<file path="config.mk">
export PLATFORM = sky130hd
export DESIGN_NAME = reorder_buffer
export DESIGN_NICKNAME = d
export VERILOG_FILES = /design/src/rtl/reorder_buffer.sv
export SDC_FILE = /design/constraint.sdc
export NUM_CORES = 2
export LEC_CHECK = 0
export CAP_MARGIN = 25
export CORE_ASPECT_RATIO = 0.75
export CORE_UTILIZATION = 45
export CTS_CLUSTER_DIAMETER = 100
export CTS_CLUSTER_SIZE = 20
export DETAILED_ROUTE_END_ITERATION = 10
export GPL_TIMING_DRIVEN = 0
export PLACE_DENSITY_LB_ADDON = 0.05
export SKIP_LAST_GASP = 1
export SLEW_MARGIN = 20
export SYNTH_ARGS = -nofsm -noshare
export SYNTH_HDL_FRONTEND = slang
export SYNTH_SLANG_ARGS = --single-unit
</file>
<file path="constraint.sdc">
create_clock -name clk_in -period 8.91 [get_ports clk_in]
set_clock_uncertainty 0.15 [all_clocks]
set_input_delay 0.891 -clock clk_in [delete_from_list [all_inputs] [get_ports clk_in]]
set_output_delay 0.891 -clock clk_in [all_outputs]
set_load 0.03 [all_outputs]
</file>
<file path="src/rtl/reorder_buffer.sv">
// ============================================================================
// Module   : reorder_buffer
// Purpose  : Circular in-order commit buffer with CDB wakeup, operand lookup
//            and branch / jump-and-link mispredict flush.
// Options  : define ROB_BYPASS_EN to forward a same-cycle CDB result to queries
// Revision : 1.0 - initial release
// ============================================================================
`default_nettype none

module reorder_buffer #(
   parameter int ROB_SIZE = 16
) (
   input  logic        clk_in,
   input  logic        rst_in,
   input  logic        rdy_in,
   input  logic        issue_valid,
   input  logic [1:0]  issue_type,
   input  logic [4:0]  issue_rd,
   input  logic [31:0] issue_pc,
   input  logic        issue_pred_taken,
   output logic [4:0]  issue_tag,
   output logic        rob_full,
   input  logic        cdb_valid,
   input  logic [4:0]  cdb_tag,
   input  logic [31:0] cdb_value,
   input  logic        cdb_taken,
   input  logic [31:0] cdb_target,
   input  logic [4:0]  query1_tag,
   input  logic [4:0]  query2_tag,
   output logic        query1_ready,
   output logic        query2_ready,
   output logic [31:0] query1_value,
   output logic [31:0] query2_value,
   output logic        commit_valid,
   output logic [4:0]  commit_tag,
   output logic [1:0]  commit_type,
   output logic [4:0]  commit_rd,
   output logic [31:0] commit_value,
   output logic        flush_out,
   output logic [31:0] flush_pc
);

   localparam int         C_IDX_W       = $clog2(ROB_SIZE);
   localparam int         C_CNT_W       = $clog2(ROB_SIZE + 1);
   localparam logic [1:0] C_TYPE_BRANCH = 2'd2;
   localparam logic [1:0] C_TYPE_JAL    = 2'd3;

   logic [C_IDX_W-1:0]  r_head;
   logic [C_IDX_W-1:0]  r_tail;
   logic [C_CNT_W-1:0]  r_count;
   logic [ROB_SIZE-1:0] r_busy;
   logic [ROB_SIZE-1:0] r_ready;

   logic [1:0]          r_type   [ROB_SIZE];
   logic [4:0]          r_rd     [ROB_SIZE];
   logic [31:0]         r_pc     [ROB_SIZE];
   logic                r_pred   [ROB_SIZE];
   logic [31:0]         r_value  [ROB_SIZE];
   logic                r_taken  [ROB_SIZE];
   logic [31:0]         r_target [ROB_SIZE];

   // Tags are index + 1; zero and tags beyond the buffer never match.
   function automatic logic tag_valid(input logic [4:0] tag);
      return (tag != 5'd0) && ({1'b0, tag} <= 6'(ROB_SIZE));
   endfunction

   function automatic logic [C_IDX_W-1:0] tag_idx(input logic [4:0] tag);
      logic [4:0] t;
      t = tag - 5'd1;
      return C_IDX_W'(t);
   endfunction

   logic               w_issue;
   logic               w_commit;
   logic               w_cdb_hit;
   logic [C_IDX_W-1:0] w_cdb_idx;
   logic [31:0]        w_seq_pc;
   logic               w_taken_eff;
   logic               w_mispredict;
   logic [31:0]        w_redirect;
   logic               w_flush;

   assign issue_tag = 5'(r_tail) + 5'd1;
   assign rob_full  = (r_count == C_CNT_W'(ROB_SIZE));

   assign w_issue   = rdy_in & issue_valid & ~rob_full;
   assign w_cdb_idx = tag_idx(cdb_tag);
   assign w_cdb_hit = rdy_in & cdb_valid & tag_valid(cdb_tag)
                    & r_busy[w_cdb_idx] & ~r_ready[w_cdb_idx];
   assign w_commit  = rdy_in & r_busy[r_head] & r_ready[r_head];
   assign w_seq_pc  = r_pc[r_head] + 32'd4;

   // A jump-and-link counts as taken whenever it leaves the fall-through path.
   always_comb begin
      w_taken_eff  = r_taken[r_head];
      w_mispredict = 1'b0;
      if (r_type[r_head] == C_TYPE_BRANCH) begin
         w_mispredict = (r_taken[r_head] != r_pred[r_head]);
      end else if (r_type[r_head] == C_TYPE_JAL) begin
         w_taken_eff  = (r_target[r_head] != w_seq_pc);
         w_mispredict = (w_taken_eff != r_pred[r_head]);
      end
   end

   assign w_redirect = w_taken_eff ? r_target[r_head] : w_seq_pc;
   assign w_flush    = w_commit & w_mispredict;

   logic [4:0]  w_q_tag   [2];
   logic [1:0]  w_q_ready;
   logic [63:0] w_q_value;

   assign w_q_tag[0]   = query1_tag;
   assign w_q_tag[1]   = query2_tag;
   assign query1_ready = w_q_ready[0];
   assign query2_ready = w_q_ready[1];
   assign query1_value = w_q_value[31:0];
   assign query2_value = w_q_value[63:32];

   for (genvar g = 0; g < 2; g++) begin : g_query
      logic [C_IDX_W-1:0] w_idx;
      logic               w_hit;
      logic               w_stored;
      logic               w_byp;

      assign w_idx    = tag_idx(w_q_tag[g]);
      assign w_hit    = tag_valid(w_q_tag[g]) & r_busy[w_idx];
      assign w_stored = w_hit & r_ready[w_idx];
`ifdef ROB_BYPASS_EN
      assign w_byp    = w_hit & ~r_ready[w_idx] & cdb_valid & (cdb_tag == w_q_tag[g]);
`else
      assign w_byp    = 1'b0;
`endif
      assign w_q_ready[g]         = w_stored | w_byp;
      assign w_q_value[g*32 +: 32] = w_byp    ? cdb_value :
                                     w_stored ? r_value[w_idx] : 32'd0;
   end

   always_ff @(posedge clk_in or posedge rst_in) begin
      if (rst_in) begin
         r_head       <= '0;
         r_tail       <= '0;
         r_count      <= '0;
         r_busy       <= '0;
         r_ready      <= '0;
         commit_valid <= 1'b0;
         commit_tag   <= 5'd0;
         commit_type  <= 2'd0;
         commit_rd    <= 5'd0;
         commit_value <= 32'd0;
         flush_out    <= 1'b0;
         flush_pc     <= 32'd0;
      end else if (!rdy_in) begin
         commit_valid <= 1'b0;
         flush_out    <= 1'b0;
      end else begin
         commit_valid <= w_commit;
         flush_out    <= w_flush;
         if (w_commit) begin
            commit_tag   <= 5'(r_head) + 5'd1;
            commit_type  <= r_type[r_head];
            commit_rd    <= r_rd[r_head];
            commit_value <= (r_type[r_head] == C_TYPE_JAL) ? w_seq_pc : r_value[r_head];
         end
         if (w_flush) begin
            flush_pc <= w_redirect;
            r_head   <= '0;
            r_tail   <= '0;
            r_count  <= '0;
            r_busy   <= '0;
            r_ready  <= '0;
         end else begin
            if (w_cdb_hit) begin
               r_ready[w_cdb_idx] <= 1'b1;
            end
            if (w_commit) begin
               r_busy[r_head] <= 1'b0;
               r_head         <= r_head + 1'b1;
            end
            if (w_issue) begin
               r_busy[r_tail]  <= 1'b1;
               r_ready[r_tail] <= 1'b0;
               r_tail          <= r_tail + 1'b1;
            end
            r_count <= r_count + C_CNT_W'(w_issue) - C_CNT_W'(w_commit);
         end
      end
   end

   // Payload needs no reset: busy/ready gate every use of it.
   always_ff @(posedge clk_in) begin
      if (rdy_in && !w_flush) begin
         if (w_cdb_hit) begin
            r_value[w_cdb_idx]  <= cdb_value;
            r_taken[w_cdb_idx]  <= cdb_taken;
            r_target[w_cdb_idx] <= cdb_target;
         end
         if (w_issue) begin
            r_type[r_tail] <= issue_type;
            r_rd[r_tail]   <= issue_rd;
            r_pc[r_tail]   <= issue_pc;
            r_pred[r_tail] <= issue_pred_taken;
         end
      end
   end

endmodule

`default_nettype wire

</file>
== Word level (Yosys, flattened, before mapping) ==
Memories as Yosys holds them, arrays and structs flattened. A register that Yosys moved wholly into a read port is not among the register bits.
Cells that the tools add are included.

* Bitwise logic cells: 21
* Magnitude comparators: 11
* Reduce and logical (&&, ||, !) cells: 17
* Mux-type cells: 53
* Add/subtract/negate cells: 10
* Eq/ne operators: 6

{| class="wikitable"
|+ Operator list
! operator !! number
|-
| $mux 16 || 10
|-
| $mux 32 || 4
|-
| $add 32x3->32 const B || 1
|-
| $and 16x16->16 || 2
|-
| $bmux 1 s4 || 8
|-
| $ne 32x32->1 || 1
|-
| $not 16->16 || 2
|-
| $or 16x16->16 || 2
|-
| $lt 4x5->1 const B || 5
|-
| $mux 1 || 23
|-
| $mux 4 || 4
|-
| $le 5x5->1 const B || 3
|-
| $reduce_bool 5->1 || 3
|-
| $and 1x1->1 || 13
|-
| $demux 1 s4 || 3
|-
| $ge 4x1->1 const B || 3
|-
| $sub 4x1->4 const B || 3
|-
| $add 4x1->5 const B || 2
|-
| $add 4x1->4 const B || 2
|-
| $reduce_and 2->1 || 4
|-
| $logic_and 1x1->1 || 7
|-
| $add 5x1->5 || 1
|-
| $eq 5x5->1 const B || 1
|-
| $mux 5 || 1
|-
| 6 further kinds || 10
|}

* Bits of input ports: 125
* Memories: 7
* Word-level logic and storage cells: 136
* Output and inout port bits: 150
* RAM bits: 1680
* Bits in registers: 118

{| class="wikitable"
|+ Memories
! name !! depth !! width !! read ports !! clocked after memory_dff !! write ports !! line !! source
|-
| r_pc || 16 || 32 || 1 || 0 || 1 || 56 || <nowiki>logic [31:0] r_pc [ROB_SIZE];</nowiki>
|-
| r_target || 16 || 32 || 1 || 0 || 1 || 60 || <nowiki>logic [31:0] r_target [ROB_SIZE];</nowiki>
|-
| r_value || 16 || 32 || 3 || 0 || 1 || 58 || <nowiki>logic [31:0] r_value [ROB_SIZE];</nowiki>
|-
| r_rd || 16 || 5 || 1 || 1 || 1 || 55 || <nowiki>logic [4:0] r_rd [ROB_SIZE];</nowiki>
|-
| r_type || 16 || 2 || 1 || 0 || 1 || 54 || <nowiki>logic [1:0] r_type [ROB_SIZE];</nowiki>
|-
| r_pred || 16 || 1 || 1 || 0 || 1 || 57 || <nowiki>logic r_pred [ROB_SIZE];</nowiki>
|-
| 1 more memories || -- || -- || -- || -- || -- || -- ||
|}

== Logic depth before layout (Yosys ltp) ==
* Depth in word-level cells: 12
* Mapped depth: 22

== Worst setup path after synthesis ==
No wires, ideal clock.

* Path kind: reg-to-reg
* Start point: register r_head[0]
* End point: memory r_taken[3], enable pin
* Cell stages (with the launch flop): 19
* Library setup time: 0.568 ns
* Path slack: -0.402 ns
* Data arrival time: 8.594 ns
* Buffers on the path: 7
* Required time: 8.192 ns
* Cells stage by stage: dfrtp_1 buf_6 buf_6 buf_6 buf_4 buf_2 mux4_2 a221oi_1 xor2_1 a311oi_1 nand4_1 nor4_1 nand4_1 nor4_4 and4_1 o31ai_2 buf_4 buf_2 nor3_1

* Longest elaborated chain between the ends: 11

{| class="wikitable"
|+ RTL lines
! what !! line !! source
|-
| start: declaration || 48 || <nowiki>logic [C_IDX_W-1:0] r_head;</nowiki>
|-
| start signal: assignment || 177 || <nowiki>r_head <= r_head + 1'b1;</nowiki>
|-
| $mem_v2 16x32 || -- ||
|-
| $add 32x3->32 || 91 || <nowiki>assign w_seq_pc = r_pc[r_head] + 32'd4;</nowiki>
|-
| $ne 32x32->1 || 100 || <nowiki>w_taken_eff = (r_target[r_head] != w_seq_pc);</nowiki>
|-
| $ne 1x1->1 || 101 || <nowiki>w_mispredict = (w_taken_eff != r_pred[r_head]);</nowiki>
|-
| $mux 1 || 99 || <nowiki>end else if (r_type[r_head] == C_TYPE_JAL) begin</nowiki>
|-
| $mux 1 || 97 || <nowiki>if (r_type[r_head] == C_TYPE_BRANCH) begin</nowiki>
|-
| $and 1x1->1 (*) || 106 || <nowiki>assign w_flush = w_commit & w_mispredict;</nowiki>
|-
| $logic_not 1->1 (*) || 191 || <nowiki>if (rdy_in && !w_flush) begin</nowiki>
|-
| $logic_and 1x1->1 (*) || 191 ||
|-
| $mux 1 (*) || 191 ||
|-
| $mux 1 (implied by the code) (*) || 194 || <nowiki>r_taken[w_cdb_idx] <= cdb_taken;</nowiki>
|-
| end: declaration || 59 || <nowiki>logic r_taken [ROB_SIZE];</nowiki>
|}

Mark *: on every way between the ends. The rest lies on a longest branch, timed or not. The select of a mux whose other input is x is not followed.

== Final worst setup path ==
* Start point: register r_head[2]
* End point: memory r_target[2][13], enable pin

* Longest elaborated chain between the ends: 11

{| class="wikitable"
|+ RTL lines
! what !! line !! source
|-
| $mem_v2 16x32 || -- ||
|-
| $add 32x3->32 || 91 ||
|-
| $ne 32x32->1 || 100 ||
|-
| $ne 1x1->1 || 101 ||
|-
| $mux 1 || 99 ||
|-
| $mux 1 || 97 ||
|-
| $and 1x1->1 (*) || 106 ||
|-
| $logic_not 1->1 (*) || 191 ||
|-
| $logic_and 1x1->1 (*) || 191 ||
|-
| $mux 1 (*) || 191 ||
|-
| $mux 1 (implied by the code) (*) || 195 || <nowiki>r_target[w_cdb_idx] <= cdb_target;</nowiki>
|-
| end: declaration || 60 ||
|}

Marks and branches as above.

==> flow_summary.html <==
<table>
<tr><th>Metric</th><th>Value</th></tr>
<tr><th colspan="2">Run status</th></tr>
<tr><td>Result of the run</td><td>finished clean</td></tr>
<tr><th colspan="2">Placement</th></tr>
<tr><td>Number of port buffers</td><td>270</td></tr>
<tr><td>Detailed-placement wirelength estimate</td><td>186000 um</td></tr>
<tr><td>Final GP Congestion</td><td>0.908</td></tr>
<tr><th colspan="2">Synth</th></tr>
<tr><td>Dominant cells by area after synthesis</td><td>sky130_fd_sc_hd__edfxtp_1 64%, sky130_fd_sc_hd__mux4_2 23%, sky130_fd_sc_hd__dfrtp_1 3.9%, sky130_fd_sc_hd__mux2i_1 0.76%, sky130_fd_sc_hd__a22oi_1 0.69%</td></tr>
<tr><td>Cell count after synthesis</td><td>roughly 3.8k</td></tr>
<tr><td>Predominant post-synthesis flop cell</td><td>sky130_fd_sc_hd__edfxtp_1</td></tr>
<tr><td>Post-synthesis compound-gate area fraction</td><td>2.00%</td></tr>
<tr><td>Count of flip-flops with a built-in enable after synthesis</td><td>1680</td></tr>
<tr><td>Area share of fa/ha/maj cells after synthesis</td><td>0.390%</td></tr>
<tr><td>Cell area after technology mapping</td><td>0.0788 mm^2</td></tr>
<tr><td>Post-synth net total</td><td>3930</td></tr>
<tr><td>XOR/XNOR Fraction of Synth Area</td><td>less than 1%</td></tr>
<tr><td>Post-synth top area share</td><td>64.0%</td></tr>
<tr><td>Count of different cell masters after synthesis</td><td>60</td></tr>
<tr><td>Post-synthesis sequential element count</td><td>1803</td></tr>
<tr><td>Fraction of synthesized area in multiplexers</td><td>approximately 24%</td></tr>
<tr><td>Mean post-synth cell area</td><td>between 20 and 25 um^2</td></tr>
<tr><td>Yosys top cell by area</td><td>sky130_fd_sc_hd__edfxtp_1</td></tr>
<tr><td>Post-synthesis async set-or-reset flop share</td><td>slightly below 7%</td></tr>
<tr><td>Combinational family with the most area after synthesis</td><td>multiplexers</td></tr>
<tr><td>Synthesized-area fraction occupied by and/or/nand/nor cells</td><td>2.77%</td></tr>
<tr><td>Yosys Warn Count</td><td>0</td></tr>
<tr><td>Seq/Total Area, Yosys</td><td>67.9%</td></tr>
<tr><th colspan="2">Critical path</th></tr>
<tr><td>Data arrival, critical path</td><td>8950 ps</td></tr>
<tr><td>Largest fanout of any net on the critical path</td><td>14</td></tr>
<tr><td>Required time at the endpoint of the critical path</td><td>~9200 ps</td></tr>
<tr><td>Kind of capture point of the worst setup path</td><td>flop</td></tr>
<tr><td>Worst flop-to-flop path endpoint</td><td>r_target[2][13]</td></tr>
<tr><td>FF-to-FF path depth</td><td>23</td></tr>
<tr><td>Startpoint types</td><td>flop</td></tr>
<tr><td>Worst Setup Path Type</td><td>reg -&gt; reg</td></tr>
<tr><td>Minimum setup slack among reg-to-reg paths</td><td>280 ps</td></tr>
<tr><td>Critical R2R Launch</td><td>r_head[2]</td></tr>
<tr><th colspan="2">GRT</th></tr>
<tr><td>GR Overflow Total</td><td>0</td></tr>
<tr><td>Overall fraction of global-route tracks in use</td><td>29.5%</td></tr>
<tr><td>Largest net degree at the start of global routing</td><td>89</td></tr>
<tr><td>Antenna violations before repair</td><td>23</td></tr>
<tr><td>Number of global-route vias before repair</td><td>about 42k</td></tr>
<tr><td>First-pass GRT wire length</td><td>356000 um</td></tr>
<tr><th colspan="2">Timing</th></tr>
<tr><td>Period utilization</td><td>96.9%</td></tr>
<tr><td>Peak clock frequency supported by timing</td><td>roughly 120 MHz</td></tr>
<tr><td>Finish-stage setup viols</td><td>0</td></tr>
<tr><td>Headroom to the max-slew limit</td><td>19.4%</td></tr>
<tr><td>Worst Tran Pin Value</td><td>1210 ps</td></tr>
<tr><td>Unrepaired setup endpoints after global routing</td><td>no</td></tr>
<tr><td>Final Hold Violating Endpoints</td><td>0</td></tr>
<tr><td>Shortest clock period the worst path allows after layout</td><td>8630 ps</td></tr>
<tr><td>Max-slew violation count</td><td>0</td></tr>
<tr><th colspan="2">Routing</th></tr>
<tr><td>Violation count after the first detailed-route iteration</td><td>6409</td></tr>
<tr><td>DR WL/cell</td><td>39.0 um</td></tr>
<tr><td>Number of detailed-route iterations in the first pass</td><td>6</td></tr>
<tr><td>DRC violation count after routing</td><td>0</td></tr>
<tr><td>Routed Wire Length</td><td>260000 um</td></tr>
<tr><td>Via count</td><td>approximately 44k</td></tr>
<tr><td>Vias per cell</td><td>between 6 and 7</td></tr>
<tr><td>Antenna violation net count after detailed routing</td><td>0</td></tr>
<tr><th colspan="2">Clock network</th></tr>
<tr><td>Master cell of the clock root buffer</td><td>sky130_fd_sc_hd__clkbuf_16</td></tr>
<tr><td>Source-to-sink clock delay at the later pin of the worst-skew pair</td><td>790 ps</td></tr>
<tr><td>Number of sinks on the clock net</td><td>approximately 1.8k</td></tr>
<tr><td>TritonCTS clock tree</td><td>done</td></tr>
<tr><td>TritonCTS buffer count</td><td>100</td></tr>
<tr><td>Max Buffers Root-to-Sink</td><td>3</td></tr>
<tr><td>CTS hold repair buffers</td><td>0</td></tr>
<tr><td>Clock transition at path regs</td><td>90 ps</td></tr>
<tr><td>Maximum level of the CTS H-tree</td><td>3</td></tr>
<tr><th colspan="2">Power</th></tr>
<tr><td>Fraction of power consumed by the clock network</td><td>28.7%</td></tr>
<tr><td>Leak</td><td>0.0289 uW</td></tr>
<tr><td>Combinational group share of total power</td><td>approximately 16%</td></tr>
<tr><td>Internal Power</td><td>around 13000 uW</td></tr>
<tr><td>Total chip power</td><td>17200 uW</td></tr>
<tr><td>Net Sw Frac</td><td>roughly a quarter</td></tr>
<tr><td>Net switching power</td><td>about 4500 uW</td></tr>
<tr><td>Peak VDD IR</td><td>approximately 0.17 mV</td></tr>
<tr><td>Power share of the sequential group</td><td>55.4%</td></tr>
<tr><td>Total power density per cell area</td><td>between 150 and 200 mW/mm^2</td></tr>
<tr><th colspan="2">Cells and area</th></tr>
<tr><td>Area growth from synthesis to layout</td><td>15.3%</td></tr>
<tr><td>Share of the core filled with cells in the final layout</td><td>between 50% and 60%</td></tr>
<tr><td>Multi-input logic area</td><td>~0.024 mm^2</td></tr>
<tr><td>FF+latch area</td><td>0.0535 mm^2</td></tr>
<tr><td>Layout cell share with drive strength beyond 1</td><td>a little under 30%</td></tr>
<tr><td>Number of filler instances in the final layout</td><td>roughly 13k</td></tr>
<tr><td>Number of nets in the finished design</td><td>around 4.5k</td></tr>
<tr><th colspan="2">Min path</th></tr>
<tr><td>Worst hold path class</td><td>in -&gt; async</td></tr>
<tr><th colspan="2">Die</th></tr>
<tr><td>DIE AREA</td><td>about 0.18 mm^2</td></tr>
<tr><td>Die X-Extent</td><td>485 um</td></tr>
<tr><td>Placeable Area</td><td>0.173 mm^2</td></tr>
<tr><td>Die height</td><td>364 um</td></tr>
<tr><td>Effective utilization at floorplan</td><td>between 40% and 50%</td></tr>
<tr><td>I/O pin total</td><td>275</td></tr>
<tr><td>Number of placement rows</td><td>132</td></tr>
<tr><th colspan="2">Flow run</th></tr>
<tr><td>Max-cap violations</td><td>0</td></tr>
</table>
-- placed cells by master (no fill, tap or decap), types with 25 or more instances in the layout --
cell / synthesis / layout
sky130_fd_sc_hd__mux2i_1: 60 / 60
sky130_fd_sc_hd__a22oi_1: 72 / 72
sky130_fd_sc_hd__xor2_1: 25 / 25
sky130_fd_sc_hd__clkdlybuf4s50_1: 0 / 270
sky130_fd_sc_hd__inv_1: 40 / 39
sky130_fd_sc_hd__buf_2: 38 / 78
sky130_fd_sc_hd__a21oi_1: 107 / 107
sky130_fd_sc_hd__clkbuf_1: 129 / 164
sky130_fd_sc_hd__clkbuf_16: 0 / 103
sky130_fd_sc_hd__nand2_1: 110 / 110
sky130_fd_sc_hd__nand3_1: 36 / 36
sky130_fd_sc_hd__nor2_1: 140 / 109
sky130_fd_sc_hd__mux4_2: 818 / 818
sky130_fd_sc_hd__buf_6: 15 / 33
sky130_fd_sc_hd__edfxtp_1: 1680 / 1680
sky130_fd_sc_hd__xnor2_1: 51 / 46
sky130_fd_sc_hd__o21ai_0: 25 / 25
sky130_fd_sc_hd__and2_1: 71 / 71
sky130_fd_sc_hd__dfrtp_1: 123 / 123
sky130_fd_sc_hd__buf_16: 0 / 52
sky130_fd_sc_hd__buf_12: 0 / 68
sky130_fd_sc_hd__nor2_4: 0 / 31
-- worst max path at each step --
stage	start	to	slack, ps
finish	r_head[2]	r_target[2][13]	280
global route	r_head[2]	r_target[5][12]	140
CTS	r_head[2]	r_target[13][17]	60
detailed placement	r_head[2]	r_target[13][17]	-300
global placement	r_head[2]	r_target[15][30]	-7370
floorplan	r_head[0]	r_taken[7]	1400
-- metrics by stage --
step | TNS, ps | hold slack (ps) | cell area [um^2] | setup slack [ps] | instances
after floorplan | 0 | 372 | 78800 | 1400 | 3781
after global placement | -9100250 | 342 | 84400 | -7370 | 6329
after detailed placement | -7640 | 346 | 87900 | -299 | 6474
after CTS | 0 | 300 | 90700 | 56.9 | 6642
after global routing | 0 | 336 | 90900 | 141 | 6660
final | 0 | 336 | 90900 | 280 | 6663
-- sequential cells by signal, summed over array words and instances, names as in the netlist --
signal	count
commit_value	32
r_type	32
r_target	512
flush_pc	32
r_pc	512
flush_out	1
r_value	512
r_rd	80
r_count	5
r_tail	4
commit_valid	1
commit_type	2
r_head	4
r_busy	16
r_ready	16
commit_rd	5
r_taken	16
r_pred	16
commit_tag	5
-- cell type report --
type	instances	share of cell area, %
Buffer	243	1.31
Clock buffer	162	3.08
Antenna cell	6	0.0165
Clock inverter	6	0.0784
Timing Repair Buffer	430	6.59
Tap cell	2278	3.13
Inverter	42	0.182
Sequential cell	1803	58.9
Multi-Input combinational cell	1693	26.7
-- layer usage --
metal | vias to the layer above | GRT usage (%) | wire length, um
li1 | 17100 | - | -
met1 | 24000 | 44.9 | 113000
met2 | 2393 | 43.8 | 117000
met3 | 308 | 5.65 | 22900
met4 | 16 | 7.27 | 7110
met5 | - | 0 | 92
-- power by group through the flow --
| stage | logic [uW] | registers (uW) | clock network, uW |
|---|---|---|---|
| after detailed placement | 2720 | 9730 | 0 |
| after floorplan | 1530 | 9750 | 0 |
| after global placement | 2620 | 9760 | 0 |
| final | 2740 | 9540 | 4950 |
| after CTS | 2730 | 9540 | 5040 |
| after global routing | 2880 | 9560 | 5290 |
-- synth_stat cells (all sizes together) (23+ instances only) --
library cell	count
clkbuf	129
inv	41
ha	23
and2	71
o21ai	25
buf	114
xnor2	51
mux2i	61
a22oi	72
mux4	818
nor2	140
a21oi	107
nand2	110
dfrtp	123
nand3	36
edfxtp	1680
xor2	25
-- repair_timing --
action	4_1_cts	5_1_grt
cloned	0	0
buffers inserted	0	6
resized for setup	3	6
pin swaps	0	2
setup endpoints to repair	154	42
-- worst max-delay path: stages (launching register included) --
cell and delay (ps):
sky130_fd_sc_hd__dfrtp_1 340, sky130_fd_sc_hd__clkbuf_1 300, sky130_fd_sc_hd__and2_1 250, sky130_fd_sc_hd__clkbuf_1 670
sky130_fd_sc_hd__a22oi_1 150, sky130_fd_sc_hd__nand2_1 540, sky130_fd_sc_hd__ha_1 350, sky130_fd_sc_hd__nand2_1 100
sky130_fd_sc_hd__o32ai_1 670, sky130_fd_sc_hd__nand4_1 490, sky130_fd_sc_hd__nor4_4 650, sky130_fd_sc_hd__nand2_1 120
sky130_fd_sc_hd__xnor2_1 310, sky130_fd_sc_hd__a2111oi_0 430, sky130_fd_sc_hd__and3_1 440, sky130_fd_sc_hd__and4_1 260
sky130_fd_sc_hd__o31ai_2 90, sky130_fd_sc_hd__buf_4 210, sky130_fd_sc_hd__nand2b_1 370, sky130_fd_sc_hd__nor2_4 520
sky130_fd_sc_hd__buf_16 230, sky130_fd_sc_hd__buf_12 210, sky130_fd_sc_hd__buf_12 200, sky130_fd_sc_hd__buf_16 180
-- cell families (layout without fill, tap and decap cells) --
kind of cell,count (synthesis),count (layout)
AOI/OAI and AO/OA,249,249
xor gates and xnor gates,79,79
adders and majority gates,24,24
buffers and inverters,285,883
DFF,1803,1803
muxes,896,896
other,0,6
and+or+nand+nor,445,445
Power figures use the tool's default switching activity.
